`config.mk`:
```
export PLATFORM = sky130hd
export DESIGN_NAME = xor_stream_decoder
export DESIGN_NICKNAME = d
export VERILOG_FILES = /design/src/rtl/xor_stream_pkg.sv /design/src/rtl/lfsr_keystream_32.sv /design/src/rtl/xor_stream_decoder.sv
export SDC_FILE = /design/constraint.sdc
export NUM_CORES = 1
export LEC_CHECK = 0
export ABC_CLOCK_PERIOD_IN_PS = 2800
export CAP_MARGIN = 10
export CORE_ASPECT_RATIO = 0.9
export CORE_MARGIN = 2
export CORE_UTILIZATION = 40
export CTS_BUF_LIST = sky130_fd_sc_hd__clkbuf_16
export DETAILED_ROUTE_END_ITERATION = 7
export GPL_TIMING_DRIVEN = 0
export PLACE_DENSITY = 0.68
export SLEW_MARGIN = 0
export SYNTH_ARGS = -nofsm -noshare
export SYNTH_HDL_FRONTEND = slang
export SYNTH_HIERARCHICAL = 1
export SYNTH_SLANG_ARGS = --single-unit
```
`constraint.sdc`:
```
create_clock -name clk -period 2.8 [get_ports clk]
set_input_delay 0.56 -clock clk [delete_from_list [all_inputs] [get_ports clk]]
set_output_delay 0.56 -clock clk [all_outputs]
set_load 0.005 [all_outputs]
```
`src/rtl/xor_stream_pkg.sv`:
```
// xor_stream_pkg
//   Shared definitions for the stream scrambler/descrambler pair: word width,
//   Galois tap mask, default seed and the one-step LFSR advance function.
//   Both ends import this package so their keystreams cannot diverge.
package xor_stream_pkg;

  localparam int unsigned XS_WIDTH        = 32;
  localparam logic [31:0] XS_POLY         = 32'h8020_0003; // x^32+x^22+x^2+x+1
  localparam logic [31:0] XS_SEED_DEFAULT = 32'hACE1_2345;

  typedef logic [XS_WIDTH-1:0] xs_word_t;

  // Galois right-shift step: shift out bit 0, fold taps back in when it was set.
  function automatic xs_word_t lfsr_step(input xs_word_t s, input xs_word_t poly = XS_POLY);
    lfsr_step = {1'b0, s[XS_WIDTH-1:1]} ^ (s[0] ? poly : '0);
  endfunction

endpackage

```
`src/rtl/lfsr_keystream_32.sv`:
```
// lfsr_keystream_32
//   32-bit Galois LFSR keystream register.
//   Ports:
//     clk      in  1   rising-edge clock
//     reset    in  1   synchronous active-high, state returns to SEED
//     load     in  1   load load_val (priority over advance)
//     load_val in  32  value to load
//     advance  in  1   step the LFSR once
//     key      out 32  current keystream word
module lfsr_keystream_32
  import xor_stream_pkg::*;
#(
  parameter logic [31:0] SEED = XS_SEED_DEFAULT,
  parameter logic [31:0] POLY = XS_POLY
) (
  input  logic        clk,
  input  logic        reset,
  input  logic        load,
  input  logic [31:0] load_val,
  input  logic        advance,
  output logic [31:0] key
);

  logic [31:0] r_state;

  always_ff @(posedge clk) begin
    if (reset) begin
      r_state <= SEED;
    end else if (load) begin
      r_state <= load_val;
    end else if (advance) begin
      r_state <= lfsr_step(r_state, POLY);
    end
  end

  assign key = r_state;

endmodule

```
`src/rtl/xor_stream_decoder.sv`:
```
// xor_stream_decoder
//   Receive-side stream descrambler: out_data = in_data ^ keystream, one output
//   register, 1-cycle latency, 1 word/clk, valid/ready on both sides.
//   Ports:
//     clk, reset            clock, synchronous active-high reset
//     seed_load, seed_in    restart keystream from seed_in (0 selects SEED)
//     in_valid/in_ready/in_data     ciphertext input handshake
//     out_valid/out_ready/out_data  plaintext output handshake
//     word_cnt              words decoded since reset/seed_load (wraps)
//   Build option XOR_DEC_PARITY_EN: adds in_parity (in) and out_perr (out),
//   an even-parity error flag over the ciphertext that travels with out_data.
module xor_stream_decoder
  import xor_stream_pkg::*;
#(
  parameter int unsigned WIDTH = XS_WIDTH,
  parameter logic [31:0] SEED  = XS_SEED_DEFAULT,
  parameter logic [31:0] POLY  = XS_POLY
) (
  input  logic             clk,
  input  logic             reset,
  input  logic             seed_load,
  input  logic [WIDTH-1:0] seed_in,
  input  logic             in_valid,
  output logic             in_ready,
  input  logic [WIDTH-1:0] in_data,
  output logic             out_valid,
  input  logic             out_ready,
  output logic [WIDTH-1:0] out_data,
  output logic [15:0]      word_cnt
`ifdef XOR_DEC_PARITY_EN
  ,
  input  logic             in_parity,
  output logic             out_perr
`endif
);

  logic             r_out_valid;
  logic [WIDTH-1:0] r_out_data;
  logic [15:0]      r_word_cnt;
  logic             w_accept;
  logic [WIDTH-1:0] w_key;
  logic [WIDTH-1:0] w_seed_val;

  // seed_load blocks acceptance so the restarted keystream never mixes with
  // a word taken in the same cycle.
  assign in_ready   = !seed_load && (!r_out_valid || out_ready);
  assign w_accept   = in_valid && in_ready;
  assign w_seed_val = (seed_in == '0) ? SEED : seed_in;

  lfsr_keystream_32 #(
    .SEED (SEED),
    .POLY (POLY)
  ) u_keystream (
    .clk      (clk),
    .reset    (reset),
    .load     (seed_load),
    .load_val (w_seed_val),
    .advance  (w_accept),
    .key      (w_key)
  );

  always_ff @(posedge clk) begin
    if (reset) begin
      r_out_valid <= 1'b0;
      r_out_data  <= '0;
      r_word_cnt  <= '0;
    end else begin
      if (w_accept) begin
        r_out_data  <= in_data ^ w_key;
        r_out_valid <= 1'b1;
      end else if (out_ready) begin
        r_out_valid <= 1'b0;
      end

      if (seed_load) begin
        r_word_cnt <= '0;
      end else if (w_accept) begin
        r_word_cnt <= r_word_cnt + 16'd1;
      end
    end
  end

  assign out_valid = r_out_valid;
  assign out_data  = r_out_data;
  assign word_cnt  = r_word_cnt;

`ifdef XOR_DEC_PARITY_EN
  logic r_out_perr;

  always_ff @(posedge clk) begin
    if (reset) begin
      r_out_perr <= 1'b0;
    end else if (w_accept) begin
      r_out_perr <= (^in_data) ^ in_parity;
    end
  end

  assign out_perr = r_out_perr;
`endif

endmodule

```
==> results.cfg, run 1 <==
[final_layout]
fill_cells = 890
area_growth_pct = 42.1
final_nets = 620
n_antenna_cell = 0
multi_input_area_um2 = 2110
seq_area_um2 = 1620
drive_gt1_frac = 0.137

[yosys]
netlist.area_leader.share = 0.412
yosys.area_share.adder = 0.00318
synth_simple_gate_area_share = 0.183
ys_seq_elements = 81
synth_top_cell_by_area = dfxtp_1
syn-num-nets = 491
synth_enable_flop_cells = 0
async_reset_ff_frac = 0
ys.flop_type = dfxtp_1
synth_top_family_by_area = simple AND/OR/NAND/NOR gates
synthCells = 421
synth.distinct_cells = 41
synth.most_common_cell = dfxtp_1
avgSynthCellArea_um2 = 9.36
yosysWarnings = 6
synth_seq_area_share = 0.412
synth_area_leaders = dfxtp_1 (41%), mux2_2 (8.3%), xnor2_1 (8.2%)
synthMuxAreaShare = 0.162
netlist_area_um2 = 3940
synth_compound_area_frac = 0.0953
synth_xor_area_frac = 0.0912
synth_common_cells = dfxtp_1 (81), nor2_1 (64), xnor2_1 (37)

[grt]
grt_usage = 0.204
antenna_found_initial = 0
grt_max_degree = 14
grt_pass1_vias = 3411
grt_pass1_wl_um = 17000
gr-total-overflow = 0

[sta]
fin_ws_ns = 0.149
worstMarginPinSlew_ns = 0.570
period_needed_ns = 2.65
post-route-period-util = 0.947
setup_viol = 0
final_hold_viol_count = 0
drv_slew = 0
rsz0062_at_grt = no
fmax_mhz = 377
slew_headroom = 0.617
skew_ns = 0.00793

[min_path]
hp-class = reg2reg
min_from = word_cnt[12]
whs_endpoint = word_cnt[12]
hold_depth = 2

[die]
ioPinCount = 119
die_width_um = 109
start_util = 0.410
row_count = 34
placeableCoreArea_um2 = 9610
fp.dieH_um = 98.1
fp.dieArea_um2 = 10700

[detailed_routing]
drt_iter0_drc = 104
num_vias = 3440
wire_per_inst_um = 15.3
viasPerCell = 5.05
drtPass1Iterations = 4
ant_nets = 0
wl_um = 10500
route.detailed.drc = 0

[run_status]
status = completed

[critical_path]
start_kind = input pin
r2r_slack_ns = 0.64
path_max_fanout = 10
worst_r2r_path_depth = 9
reg2reg_to = u_keystream/key[10]
endpoint_kind = register
worstPathRequired_ns = 3.00
worstPathArrival_ns = 2.85
criticalPathCategory = in2reg
reg2reg_from = out_valid

[clocking]
cts-root-buf = clkbuf_16
cts_buffers = 9
cts_num_sinks = 81
postCtsSetupBuffers = 0
cts_tree = done
clkTransAtPathRegs_ns = 0.06
cts_max_path_buffers = 2
clkLatencyLatePin_ns = 0.33
htree_levels = 3

[power_and_ir_drop]
totalPowerFinal_uw = 3000
power.leakage_uw = 0.00205
ir_worst_vdd_mv = 0.364
power_density_nw_per_um2 = 536

[placement]
io_buffers = 118
place_ws_ns = -0.738
dp_hpwl_um = 8230
routabilityCongestion = 0.834

[job]
drv_cap = 0
registers in the layout, indices dropped and copies added (netlist names):
name             count
word_cnt            16
out_valid            1
out_data            32
u_keystream/key     32
how the worst max path moves through the flow:
stage / start / end / slack [ns] / cells after the start
floorplan: seed_load / u_keystream/key[11] / 0.37 / 9
global placement: seed_load / u_keystream/key[12] / -0.67 / 10
detailed placement: seed_load / u_keystream/key[10] / -0.74 / 10
CTS: seed_load / u_keystream/key[10] / 0.04 / 10
global route: seed_load / u_keystream/key[10] / 0.03 / 10
finish: seed_load / u_keystream/key[10] / 0.15 / 10
layout by cell type (no fill, tap or decap), types with 9 or more instances in the layout:
master / Yosys / routed
a21oi_1: 9 / 9
nor4_1: 9 / 9
clkbuf_1: 35 / 33
a211oi_1: 32 / 32
clkdlybuf4s50_1: 0 / 118
nor2_1: 64 / 63
xnor2_1: 37 / 37
or2_2: 15 / 15
clkbuf_16: 0 / 9
mux2_2: 29 / 29
mux2i_1: 31 / 31
nand2b_1: 13 / 13
dfxtp_1: 81 / 81
area by class of cell:
| cell class | instances | area share |
|---|---|---|
| tap | 126 | 0.0282 |
| inverter | 1 | 0.000671 |
| timing repair buffer | 118 | 0.211 |
| sequential | 81 | 0.290 |
| buffer | 44 | 0.0387 |
| clock buffer | 9 | 0.0402 |
| multi-input combinational | 295 | 0.376 |
| clock inverter | 7 | 0.0152 |
metal layers:
layer | track usage | part of all wire
met2 | 0.330 | 0.47
met3 | 0.0447 | 0.051
met5 | 0 | 0
met4 | 0.0651 | 0.010
met1 | 0.271 | 0.47
cells by family after synthesis:
kind of cell | Yosys count
buffers and inverters | 45
AOI/OAI and AO/OA | 53
adders and majority gates | 1
DFF | 81
xor gates and xnor gates | 41
and+or+nand+nor | 140
muxes | 60
stage by stage:
stage,cells,hold WS (ns),area (um^2),TNS [ns],utilization
floorplan,421,0.468,3940,0,-
global placement,665,0.463,5280,-18.96,0.549
detailed placement,665,0.487,5280,-19.65,0.549
CTS,681,0.495,5600,0,0.582
global route,681,0.521,5600,0,0.582
finish,681,0.494,5600,0,0.582
what timing repair did:
item / 4_1_cts / 5_1_grt
hold buffers: 0 / 0
resized for setup: 4 / 2
endpoints found under the setup margin: 32 / 22
pin swaps: 0 / 0
worst max-delay path, stage by stage:
cell	delay, ns
clkdlybuf4s50_1	0.52
nand2b_4	0.23
nor2_2	0.16
buf_4	0.21
clkbuf_4	0.23
buf_6	0.16
buf_4	0.20
mux2_2	0.36
mux2i_1	0.16
nor2_1	0.05
report_power, final:
part,internal (uW),switching [uW]
Combinational,305,195
Sequential,1220,54.7
Clock,771,453
Power figures use the tool's default switching activity.
==> run 2: changes to the inputs <==
--- a/config.mk
+++ b/config.mk
@@ -13,9 +13,9 @@
 export CTS_BUF_LIST = sky130_fd_sc_hd__clkbuf_16
 export DETAILED_ROUTE_END_ITERATION = 7
 export GPL_TIMING_DRIVEN = 0
-export PLACE_DENSITY = 0.68
+export PLACE_DENSITY = 0.69
+export SKIP_CTS_REPAIR_TIMING = 1
 export SLEW_MARGIN = 0
 export SYNTH_ARGS = -nofsm -noshare
 export SYNTH_HDL_FRONTEND = slang
-export SYNTH_HIERARCHICAL = 1
 export SYNTH_SLANG_ARGS = --single-unit
==> run 2 against run 1 <==
  * Sequential cell count stayed put
  * Clock skew fell by 0.0011 ns
  * Hold slack lost 0.010 ns
  * Critical path type is now in2out
  * Critical endpoint is now in_ready
  * Largest cell class unchanged
==> results.cfg, run 2 <==
[run_status]
status = completed

[placement]
io_buffers = 117
dp_cells = 663
routabilityCongestion = 0.906
dp_hpwl_um = 8700

[yosys]
ys.flop_type = dfxtp_1
avgSynthCellArea_um2 = 8.86
synth_enable_flop_cells = 0
synth_area_leaders = dfxtp_1 (43%), xnor2_1 (9.6%), a211oi_1 (7.0%)
synth_top_cell_by_area = dfxtp_1
synth.most_common_cell = dfxtp_1
syn-num-nets = 494
netlist.area_leader.share = 0.432
synth.distinct_cells = 42
ys_seq_elements = 81
async_reset_ff_frac = 0
netlist_area_um2 = 3760
synth_seq_area_share = 0.432
synthCells = 424
yosysWarnings = 0
synth_common_cells = dfxtp_1 (81), nor2_1 (45), xnor2_1 (41)

[min_path]
min_from = word_cnt[15]
hp-class = reg2reg
hold_depth = 2
whs_endpoint = word_cnt[15]

[die]
die_width_um = 106
start_util = 0.412
fp.dieH_um = 95.9
ioPinCount = 119
row_count = 33
fp.dieArea_um2 = 10200
placeableCoreArea_um2 = 9130

[final_layout]
final_cell_count_no_fill = 678
fill_cells = 829
final_common_cell = clkdlybuf4s50_1
n_antenna_cell = 0
final_nets = 621
layout_common_cells = clkdlybuf4s50_1 (116), dfxtp_1 (81), nor2_1 (45), xnor2_1 (41), a211oi_1 (35)
drive_gt1_frac = 0.0755
area_growth_pct = 43.2

[critical_path]
max_stage_delay_ns = 0.59
cp_cell_sequence = clkdlybuf4s50_1, buf_2, nor2_1, clkdlybuf4s50_1
worst_r2r_path_depth = 6
start_kind = input pin
path_max_fanout = 19
crit_top_cell = clkdlybuf4s50_1
reg2reg_from = out_valid
r2r_slack_ns = 0.78
cp_top_family = buffers and inverters
worstPathArrival_ns = 2.13
worst-path-stages = 4
endpoint_kind = output pin
worst-path-buf-inv = 3
worstPathRequired_ns = 2.24
cp_slowest_cell = clkdlybuf4s50_1
criticalPathCategory = in2out
reg2reg_to = u_keystream.key[1]

[sta]
worstMarginPinSlew_ns = 0.709
slew_headroom = 0.524
fmax_mhz = 372
post-route-period-util = 0.960
final_hold_viol_count = 0
setup_viol = 0
period_needed_ns = 2.69
skew_ns = 0.00683
drv_slew = 0
rsz0062_at_grt = no

[job]
drv_cap = 0

[power_and_ir_drop]
power_density_nw_per_um2 = 539
ir_worst_vdd_mv = 0.338
totalPowerFinal_uw = 2900
power.leakage_uw = 0.00195

[clocking]
clkTransAtPathRegs_ns = 0.06
cts-root-buf = clkbuf_16
cts_tree = done
htree_levels = 3
cts_max_path_buffers = 2
clkLatencyLatePin_ns = 0.33
cts_buffers = 9
cts_num_sinks = 81

[grt]
grt_usage = 0.241
gr-total-overflow = 0
grt_pass1_vias = 3685
grt_max_degree = 13
antenna_found_initial = 0
grt_pass1_wl_um = 19100

[detailed_routing]
route.detailed.drc = 0
wl_um = 11800
drtPass1Iterations = 4
num_vias = 3756
ant_nets = 0
wire_per_inst_um = 17.4
viasPerCell = 5.54
drt_iter0_drc = 177
==> run 2: changes by cell type after synthesis, sizes merged, moves of 12 or more <==
cell / before / now
a21oi: 9 / 26
inv: 1 / 28
mux2: 29 / 0
mux2i: 31 / 0
nand2b: 14 / 2
nor2: 64 / 45
o21bai: 0 / 12
o221a: 0 / 17
or2: 15 / 2
==> run 2: layer usage <==
layer  GRT usage  wire length [um]  up-vias
met4      0.0954               227        0
li1            -                 -     1794
met3      0.0562               845       20
met1       0.335              5620     1769
met5           0                 0        -
met2       0.362              5100      173
==> run 2: worst register-to-register path, stage by stage, from the launching register on <==
cell	delay, ns
dfxtp_1	0.32
nor2b_4	0.14
buf_4	0.18
o21ai_1	0.57
buf_2	0.39
o22ai_1	0.12
nor3_1	0.21
==> run 2: logic make-up (layout without fill, tap and decap cells) <==
kind of cell	after synthesis	in the layout	share of synthesized area
buffers and inverters	62	194	0.0666
XOR/XNOR	42	42	0.0979
AO/OA/AOI/OAI	137	137	0.268
AND/OR/NAND/NOR	101	101	0.133
adder cells (fa/ha/maj)	1	1	0.00333
flip-flops	81	81	0.432
==> run 2: final cells by class <==
class | count | area (um^2) | area share
Buffer | 32 | 149 | 0.0277
Clock buffer | 9 | 225 | 0.0419
Clock inverter | 7 | 55.1 | 0.0102
Inverter | 29 | 109 | 0.0202
Multi-Input combinational cell | 281 | 1890 | 0.352
Sequential cell | 81 | 1620 | 0.301
Tap cell | 122 | 153 | 0.0284
Timing Repair Buffer | 117 | 1170 | 0.218
==> run 2: report_power, final <==
part	switching (uW)	total (uW)	leakage, uW	internal [uW]
logic	205	480	0.00113	275
clock network	450	1120	0.000150	675
registers	66.3	1290	0.000668	1230
==> run 2: worst max path at each step <==
stage,from,endpoint
global route,seed_load,in_ready
floorplan,out_ready,in_ready
detailed placement,out_ready,in_ready
finish,seed_load,in_ready
global placement,out_ready,in_ready
CTS,out_ready,in_ready
==> run 2: per-stage QoR <==
step                       util  worst slack (ns)  hold slack (ns)  setup TNS (ns)  area (um^2)
after global placement    0.557            -0.451            0.465           -5.77         5080
after global routing      0.589            0.0419            0.522               0         5380
after detailed placement  0.557            -0.474            0.474           -5.15         5080
after floorplan               -             0.849            0.468               0         3760
final                     0.589             0.112            0.484               0         5380
after CTS                 0.588            -0.478            0.488          -0.478         5360
